**src/rtl/bird_arbiter.sv**
```systemverilog
// bird_arbiter: game-rule block for the bird game.
// Takes the pipe generator outputs (pipe column, gap row, pass pulse) and the
// bird row. Decides collisions, keeps the BCD score and the best score, and
// runs the IDLE/PLAY/OVER game state with a restart lockout.
//
// Ports:
//   i_clk          system clock
//   i_reset        synchronous active-high reset (also clears the best score)
//   i_start        one-cycle start/restart pulse
//   i_bird_y       bird row, 0 = top
//   i_pipe_x       pipe column
//   i_gap_y        top row of the pipe gap
//   i_pipe_passed  one-cycle pulse when the bird clears a pipe
//   o_playing      high in PLAY (enables pipe generator and bird physics)
//   o_game_over    high in OVER
//   o_crash        one-cycle pulse on PLAY -> OVER
//   o_score_*      BCD current score, saturating at 99
//   o_best_*       BCD best score since reset
//   o_new_best     high in OVER when the last game raised the best score
module bird_arbiter #(
    parameter int unsigned GAP_SIZE = 4,
    parameter int unsigned BIRD_X   = 12,
    parameter int unsigned GROUND_Y = 15,
    parameter int unsigned LOCKOUT  = 50_000_000
) (
    input  logic       i_clk,
    input  logic       i_reset,
    input  logic       i_start,
    input  logic [3:0] i_bird_y,
    input  logic [3:0] i_pipe_x,
    input  logic [3:0] i_gap_y,
    input  logic       i_pipe_passed,
    output logic       o_playing,
    output logic       o_game_over,
    output logic       o_crash,
    output logic [3:0] o_score_tens,
    output logic [3:0] o_score_ones,
    output logic [3:0] o_best_tens,
    output logic [3:0] o_best_ones,
    output logic       o_new_best
);

    // Counter only ever holds LOCKOUT-1 down to 0.
    localparam int unsigned LOCK_W = (LOCKOUT > 2) ? $clog2(LOCKOUT) : 1;
    localparam logic [LOCK_W-1:0] LOCK_LOAD = LOCK_W'(LOCKOUT - 1);

    typedef enum logic [1:0] {
        S_IDLE = 2'd0,
        S_PLAY = 2'd1,
        S_OVER = 2'd2
    } state_t;

    state_t            r_state;
    logic [LOCK_W-1:0] r_lock;
    logic              r_playing;
    logic              r_game_over;
    logic              r_crash;
    logic              r_new_best;
    logic [3:0]        r_score_tens;
    logic [3:0]        r_score_ones;
    logic [3:0]        r_best_tens;
    logic [3:0]        r_best_ones;

    logic [4:0] w_gap_end;
    logic       w_at_pipe;
    logic       w_above_gap;
    logic       w_below_gap;
    logic       w_ground;
    logic       w_hit;
    logic [3:0] w_inc_tens;
    logic [3:0] w_inc_ones;
    logic       w_beats_best;

    // Collision detect; gap end is 5 bits wide so a gap near the bottom never wraps.
    assign w_gap_end   = {1'b0, i_gap_y} + 5'(GAP_SIZE);
    assign w_at_pipe   = (i_pipe_x == 4'(BIRD_X));
    assign w_above_gap = (i_bird_y < i_gap_y);
    assign w_below_gap = ({1'b0, i_bird_y} >= w_gap_end);
    assign w_ground    = (i_bird_y == 4'(GROUND_Y));
    assign w_hit       = (w_at_pipe && (w_above_gap || w_below_gap)) || w_ground;

    // Saturating two-digit BCD increment.
    always_comb begin
        w_inc_tens = r_score_tens;
        w_inc_ones = r_score_ones;
        if (r_score_ones == 4'd9) begin
            if (r_score_tens != 4'd9) begin
                w_inc_ones = 4'd0;
                w_inc_tens = r_score_tens + 4'd1;
            end
        end else begin
            w_inc_ones = r_score_ones + 4'd1;
        end
    end

    // Packed BCD digits compare correctly as a plain binary byte.
    assign w_beats_best = {r_score_tens, r_score_ones} > {r_best_tens, r_best_ones};

    // Game state machine with registered outputs.
    always_ff @(posedge i_clk) begin
        if (i_reset) begin
            r_state      <= S_IDLE;
            r_lock       <= '0;
            r_playing    <= 1'b0;
            r_game_over  <= 1'b0;
            r_crash      <= 1'b0;
            r_new_best   <= 1'b0;
            r_score_tens <= 4'd0;
            r_score_ones <= 4'd0;
            r_best_tens  <= 4'd0;
            r_best_ones  <= 4'd0;
        end else begin
            r_crash <= 1'b0;
            case (r_state)
                S_IDLE: begin
                    if (i_start) begin
                        r_state      <= S_PLAY;
                        r_playing    <= 1'b1;
                        r_score_tens <= 4'd0;
                        r_score_ones <= 4'd0;
                    end
                end
                S_PLAY: begin
                    // A hit takes priority over a same-cycle pass.
                    if (w_hit) begin
                        r_state     <= S_OVER;
                        r_playing   <= 1'b0;
                        r_game_over <= 1'b1;
                        r_crash     <= 1'b1;
                        r_lock      <= LOCK_LOAD;
                        if (w_beats_best) begin
                            r_best_tens <= r_score_tens;
                            r_best_ones <= r_score_ones;
                            r_new_best  <= 1'b1;
                        end else begin
                            r_new_best  <= 1'b0;
                        end
                    end else if (i_pipe_passed) begin
                        r_score_tens <= w_inc_tens;
                        r_score_ones <= w_inc_ones;
                    end
                end
                S_OVER: begin
                    // Start is only honoured once the lockout has run out; earlier pulses drop.
                    if (r_lock != '0) begin
                        r_lock <= r_lock - LOCK_W'(1);
                    end else if (i_start) begin
                        r_state      <= S_PLAY;
                        r_playing    <= 1'b1;
                        r_game_over  <= 1'b0;
                        r_new_best   <= 1'b0;
                        r_score_tens <= 4'd0;
                        r_score_ones <= 4'd0;
                    end
                end
                default: begin
                    r_state     <= S_IDLE;
                    r_playing   <= 1'b0;
                    r_game_over <= 1'b0;
                end
            endcase
        end
    end

    assign o_playing    = r_playing;
    assign o_game_over  = r_game_over;
    assign o_crash      = r_crash;
    assign o_new_best   = r_new_best;
    assign o_score_tens = r_score_tens;
    assign o_score_ones = r_score_ones;
    assign o_best_tens  = r_best_tens;
    assign o_best_ones  = r_best_ones;

endmodule

```
**config.mk**
```make
export PLATFORM = sky130hd
export DESIGN_NAME = bird_arbiter
export DESIGN_NICKNAME = d
export VERILOG_FILES = /design/src/rtl/bird_arbiter.sv
export SDC_FILE = /design/constraint.sdc
export NUM_CORES = 1
export LEC_CHECK = 0
export BUFFER_PORTS_ARGS = -buffer_cell sky130_fd_sc_hd__buf_2
export CORE_ASPECT_RATIO = 0.9
export CORE_MARGIN = 2
export CORE_UTILIZATION = 60
export DETAILED_ROUTE_END_ITERATION = 16
export PLACE_DENSITY = 0.82
export SYNTH_ARGS = -nofsm -noshare
export SYNTH_HDL_FRONTEND = slang
export SYNTH_SLANG_ARGS = --single-unit
export TNS_END_PERCENT = 1
```
**constraint.sdc**
```tcl
create_clock -name i_clk -period 4.36 [get_ports i_clk]
set_input_delay 0.654 -clock i_clk [delete_from_list [all_inputs] [get_ports i_clk]]
set_output_delay 0.654 -clock i_clk [all_outputs]
set_load 0.01 [all_outputs]
```
**After elaboration in Yosys (flattened, before gate mapping)**

Index checks and enable logic that the tools add are counted.

- Reduce and logical (&&, ||, !) cells: 15
- Equality and inequality tests: 15
- Bitwise gates (word level): 2
- $lt $le $gt $ge: 3
- Multiplexer cells: 33
- Add/sub/neg operators: 4

Operators by type and width:

| operator | number |
|---|---|
| 26-bit two-way mux | 2 |
| 26-bit one-hot mux with 2 select lines | 1 |
| 4-bit two-way mux | 12 |
| 26-bit nonzero test | 1 |
| 26-bit by 1-bit subtractor with 26-bit output, second input constant | 1 |
| 4-bit one-hot mux with 3 select lines | 2 |
| 2-bit inequality test, second input constant | 8 |
| 4-bit equality test, second input constant | 3 |
| 1-bit two-way mux | 9 |
| 4-bit by 1-bit adder with 4-bit output, second input constant | 2 |
| 8-bit > comparator | 1 |
| 4-bit AND reduction | 2 |
| 2-bit two-way mux | 3 |
| 1-bit one-hot mux with 3 select lines | 2 |
| 2-bit one-hot mux with 3 select lines | 1 |
| 3-bit AND reduction | 2 |
| 6-bit AND reduction | 1 |
| 4-bit by 3-bit adder with 5-bit output, second input constant | 1 |
| 4-bit by 5-bit greater-or-equal comparator with 1-bit output | 1 |
| 5-bit AND reduction | 1 |
| 4-bit < comparator | 1 |
| 4-bit inequality test, second input constant | 1 |
| 3-bit inequality test, second input constant | 1 |
| 3-bit nonzero test | 1 |
| other kinds (10) | 12 |

- Word-level logic and storage cells: 82
- Output and inout bits: 20
- Register bits after elaboration: 48

**Depth between registers and ports, before layout**

- Word-level depth: 7
- Depth in mapped cells: 9

**Least setup slack after synthesis**

OpenSTA, ideal clock, no wires.

- Path kind: input to register
- Start point: input i_gap_y[2]
- End point: register r_best_tens[0] (netlist: o_best_tens[0])
- Data arrival time: 2,649 ps
- Slack: 1,639 ps
- Cell stages on the path: 9
- Buffers on the path: 1
- Data required time: 4,288 ps
- Cells stage by stage: ha_1 > inv_1 > ha_1 > a2111oi_0 > nor3_2 > o21ai_1 > a211o_1 > clkbuf_1 > mux2i_1

- Longest elaborated chain between the ends: 6
- Elaborated cells between the ends (all ways): 7
- Classes of those cells: add/sub: 1; order compare: 2; reduce/logical: 4

Ends and longest elaborated chain:

| what | RTL line | source |
|---|---|---|
| start, declared | 31 | `input logic [3:0] i_gap_y,` |
| 4-bit by 3-bit adder with 5-bit output | 75 | `assign w_gap_end = {1'b0, i_gap_y} + 5'(GAP_SIZE);` |
| 4-bit by 5-bit greater-or-equal comparator with 1-bit output | 78 | `assign w_below_gap = ({1'b0, i_bird_y} >= w_gap_end);` |
| 1-bit logical OR (*) | 80 | `assign w_hit = (w_at_pipe && (w_above_gap \|\| w_below_gap)) \|\| w_ground;` |
| 1-bit logical AND (*) | 80 |  |
| 1-bit logical OR (*) | 80 |  |
| 3-bit AND reduction (no line) (*) | - |  |
| end signal, assigned | 132 | `r_best_tens <= r_score_tens;` |
| end, declared | 61 | `logic [3:0] r_best_tens;` |

Mark *: on every way between the ends. The rest lies on a longest branch, timed or not.
A chain may end at the register's enable or synchronous reset.

**Final worst setup path**

- Start point: input i_gap_y[2]
- End point: register r_lock[18]

- Longest elaborated chain between the ends: 7
- Elaborated cells between the ends (all ways): 8
- Classes of those cells: add/sub: 1; order compare: 2; eq/ne: 1; reduce/logical: 4

Ends and longest elaborated chain:

| what | RTL line | source |
|---|---|---|
| 4-bit by 3-bit adder with 5-bit output | 75 |  |
| 4-bit by 5-bit greater-or-equal comparator with 1-bit output | 78 |  |
| 1-bit logical OR (*) | 80 |  |
| 1-bit logical AND (*) | 80 |  |
| 1-bit logical OR (*) | 80 |  |
| 2-bit inequality test (no line) (*) | - |  |
| 3-bit AND reduction (no line) (*) | - |  |
| end signal, assigned | 146 | `r_lock <= r_lock - LOCK_W'(1);` |
| end, declared | 54 | `logic [LOCK_W-1:0] r_lock;` |

Marks and branches as above.

==> impl_metrics.csv <==
group,metric,value,unit
cells_and_area,syn2layout_area_growth,12.5,%
critical_path,arrival,3.19,ns
detailed_routing,wl_per_cell,14.6,um
synth,synth_ff_type,"dfxtp_1",
synth,synth_area_per_cell,8.93,um2
grt,gr-usage-all-layers,25.2,%
sta,grt_setup_unrepaired,"no",
floorplan,fp.dieArea,5170,um2
detailed_routing,wl,5.90,mm
sta,slew_violations,0,
critical_path,crit_top_cell,"ha_1",
critical_path,worstSetupPathType,"in2reg",
synth,yosysWarnings,0,
sta,fmax,0.339,GHz
placed_design,gp_congestion,0.850,
critical_path,crit_buf_inv,3,
critical_path,r2r_setup_slack,1.80,ns
sta,report.final.setup_viol,0,
synth,synth_seq_area_share,34.7,%
critical_path,crit_path_end,"r_lock[18]$_SDFFE_PP0P_",
floorplan,die_h,68.4,um
detailed_routing,remaining_drc_errors,0,
synth,ys_seq_elements,48,
worst_hold_path,hp-class,"reg2reg",
sta,tns,0,ns
grt,grt_max_degree,46,
cells_and_area,drive_gt1_share,17.5,%
cells_and_area,nFillCells,371,
clocking,clockBufferDepth,2,
cells_and_area,multi_input_comb_area,1690,um2
cells_and_area,final_nets,378,
critical_path,reg2reg_to,"o_score_ones[3]$_SDFFE_PP0P_",
cells_and_area,final_cell_mix,"dfxtp_1 (48), buf_2 (35), nand2b_1 (25), a21oi_1 (25), nor2_1 (22)",
clocking,cts_buffers,5,
pwr,irDropWorstVdd,228,uV
cells_and_area,seq_area,961,um2
critical_path,startpoint,"i_gap_y[2]",
grt,grt_overflow,0,
synth,synth_edf_count,0,
run,cap_violations,0,
critical_path,critical_path_depth,10,
critical_path,required,4.59,ns
clocking,worstSkewPairLatency,0.30,ns
placed_design,port_buffers,35,
pwr,p_per_area,310,nW/um2
synth,syn-cell-area,2770,um2
floorplan,start_util,62.1,%
critical_path,slowest_delay,0.57,ns
critical_path,crit_slowest_cell,"a2111oi_0",
synth,synth_cell_types,59,
sta,finalCritPeriodShare,67.7,%
floorplan,die_x,75.6,um
detailed_routing,vias,2370,
clocking,cts_resized,0,
critical_path,r2r_start,"r_lock[11]$_SDFFE_PP0P_",
status,status,"completed",
clocking,hold_buffers,0,
critical_path,r2r_cells,6,
clocking,post-cts-setup-buffers,0,
grt,grt_pass1_vias,2153,
placed_design,dp_hpwl,4.35,mm
sta,finalWorstSetupSlack,1.41,ns
critical_path,crit_path_max_fanout,16,
sta,hold_ws,0.466,ns
clocking,path_clk_slew,0.09,ns
sta,fin_crit,2.95,ns
detailed_routing,drtAntennaViolNets,0,
clocking,clockRootBuffer,"clkbuf_8",
synth,synth_fp_nets,346,
detailed_routing,drtIter0Drc,141,
detailed_routing,vias_per_cell,5.85,
pwr,p_leak,1.28,nW
critical_path,cp_top_family,"compound AO/OA/AOI/OAI gates",
critical_path,crit_chain,"buf_2, ha_1, inv_1, ha_1, a2111oi_0, nor3_2, o21ai_2, buf_4, nand2b_1, a21oi_1",
sta,fin_worst_skew,0.00485,ns
floorplan,num_rows,23,
detailed_routing,firstDrtPassIters,4,
cells_and_area,diodes,0,
cells_and_area,layout.cells.most_common,"dfxtp_1",
floorplan,core,4460,um2
floorplan,pin_count,36,
clocking,cts_tree,"built",
synth,postSynthCellCount,310,
sta,relSlewSlack,53.0,%
sta,tightest_slew,0.705,ns
grt,grt_pass1_wl,9.94,mm
placed_design,dpl_worst_slack,1.14,ns
grt,antenna_found_initial,0,
critical_path,start_kind,"input pin",
clocking,cts_sinks,48,
critical_path,endpoint_kind,"register",
synth,ys_async_sr_fraction,0,%
sta,hold_viol,0,
clocking,htree_levels,2,
==> synthesized netlist by cell type, drive strengths merged (2+ instances only) <==
| library cell | count | area, um2 |
|---|---|---|
| a211o | 2 | 18.8 |
| a211oi | 3 | 27.5 |
| a21oi | 25 | 125 |
| a221o | 2 | 20.0 |
| a221oi | 2 | 17.5 |
| a31oi | 4 | 40.0 |
| and2 | 2 | 12.5 |
| and4b | 2 | 20.0 |
| buf | 2 | 11.3 |
| clkbuf | 9 | 33.8 |
| dfxtp | 48 | 961 |
| ha | 20 | 250 |
| inv | 20 | 75.1 |
| mux2i | 8 | 80.1 |
| nand2 | 13 | 48.8 |
| nand2b | 25 | 156 |
| nand3 | 5 | 25.0 |
| nand3b | 2 | 15.0 |
| nand4 | 8 | 50.1 |
| nand4b | 3 | 26.3 |
| nor2 | 23 | 93.8 |
| nor2b | 5 | 31.3 |
| nor3 | 7 | 51.3 |
| nor4 | 10 | 90.1 |
| o211ai | 2 | 15.0 |
| o21ai | 8 | 43.8 |
| o31ai | 5 | 37.5 |
| or3 | 3 | 18.8 |
| or4 | 6 | 48.8 |
| xnor2 | 8 | 70.1 |
| xor2 | 12 | 105 |
==> routing by layer <==
metal | share of wire, % | wire length, um | track usage (%)
met5 | 0 | 0 | 0
met2 | 45 | 2670 | 38.5
met3 | 4.0 | 236 | 4.42
met4 | 1.0 | 59 | 6.58
met1 | 50 | 2940 | 36.5
==> tightest hold or removal path, delay by kind of cell, from the launching register on <==
kind | cells | cell delay, ns
flip-flops | 1 | 0.32
AO/OA/AOI/OAI | 1 | 0.06
buffers and inverters | 1 | 0.05
==> stage by stage <==
stage | cell area [um2] | instances | utilization (%) | power, mW
2_1_floorplan | 2770 | 310 | - | 0.583
3_3_place_gp | 2990 | 397 | 67.0 | 0.615
3_5_place_dp | 2990 | 397 | 67.0 | 0.621
4_1_cts | 3110 | 405 | 69.8 | 0.969
5_1_grt | 3110 | 405 | 69.8 | 1.00
6_report | 3110 | 405 | 69.8 | 0.965
==> sequential cells by signal, summed over array words and instances, names as in the netlist <==
| name | cells |
|---|---|
| o_best_ones | 4 |
| o_best_tens | 4 |
| o_crash | 1 |
| o_game_over | 1 |
| o_new_best | 1 |
| o_playing | 1 |
| o_score_ones | 4 |
| o_score_tens | 4 |
| r_lock | 26 |
| r_state | 2 |
==> logic make-up (layout without fill, tap and decap cells) <==
kind of cell | Yosys count | in the layout | synth area share, %
simple gates | 119 | 119 | 26.8
buf+inv | 31 | 64 | 4.34
mux | 9 | 9 | 3.30
flops | 48 | 48 | 34.7
compound gates | 63 | 63 | 15.5
xor+xnor | 20 | 20 | 6.33
fa+ha+maj | 20 | 20 | 9.04
==> final cells by class <==
type	count	area share, %
Clock buffer	7	3.09
Timing Repair Buffer	36	5.87
Tap cell	62	2.49
Clock inverter	1	0.964
Multi-Input combinational cell	231	54.3
Inverter	20	2.41
Sequential cell	48	30.9
==> worst min-delay path by stage <==
stage,start,to,depth (start not counted)
floorplan,r_lock[18]$_SDFFE_PP0P_,r_lock[18]$_SDFFE_PP0P_,2
global placement,o_game_over$_SDFFE_PP0P_,o_game_over$_SDFFE_PP0P_,2
detailed placement,o_game_over$_SDFFE_PP0P_,o_game_over$_SDFFE_PP0P_,2
CTS,o_game_over$_SDFFE_PP0P_,o_game_over$_SDFFE_PP0P_,2
global route,o_playing$_SDFFE_PP0P_,o_playing$_SDFFE_PP0P_,2
finish,o_game_over$_SDFFE_PP0P_,o_game_over$_SDFFE_PP0P_,2
==> power breakdown <==
group	internal, mW	total (mW)	switching (mW)	leakage, nW
Sequential	0.450	0.462	0.0125	0.388
Clock	0.202	0.351	0.149	0.0645
Combinational	0.0551	0.151	0.0963	0.827
(Power assumes the default switching activity.)
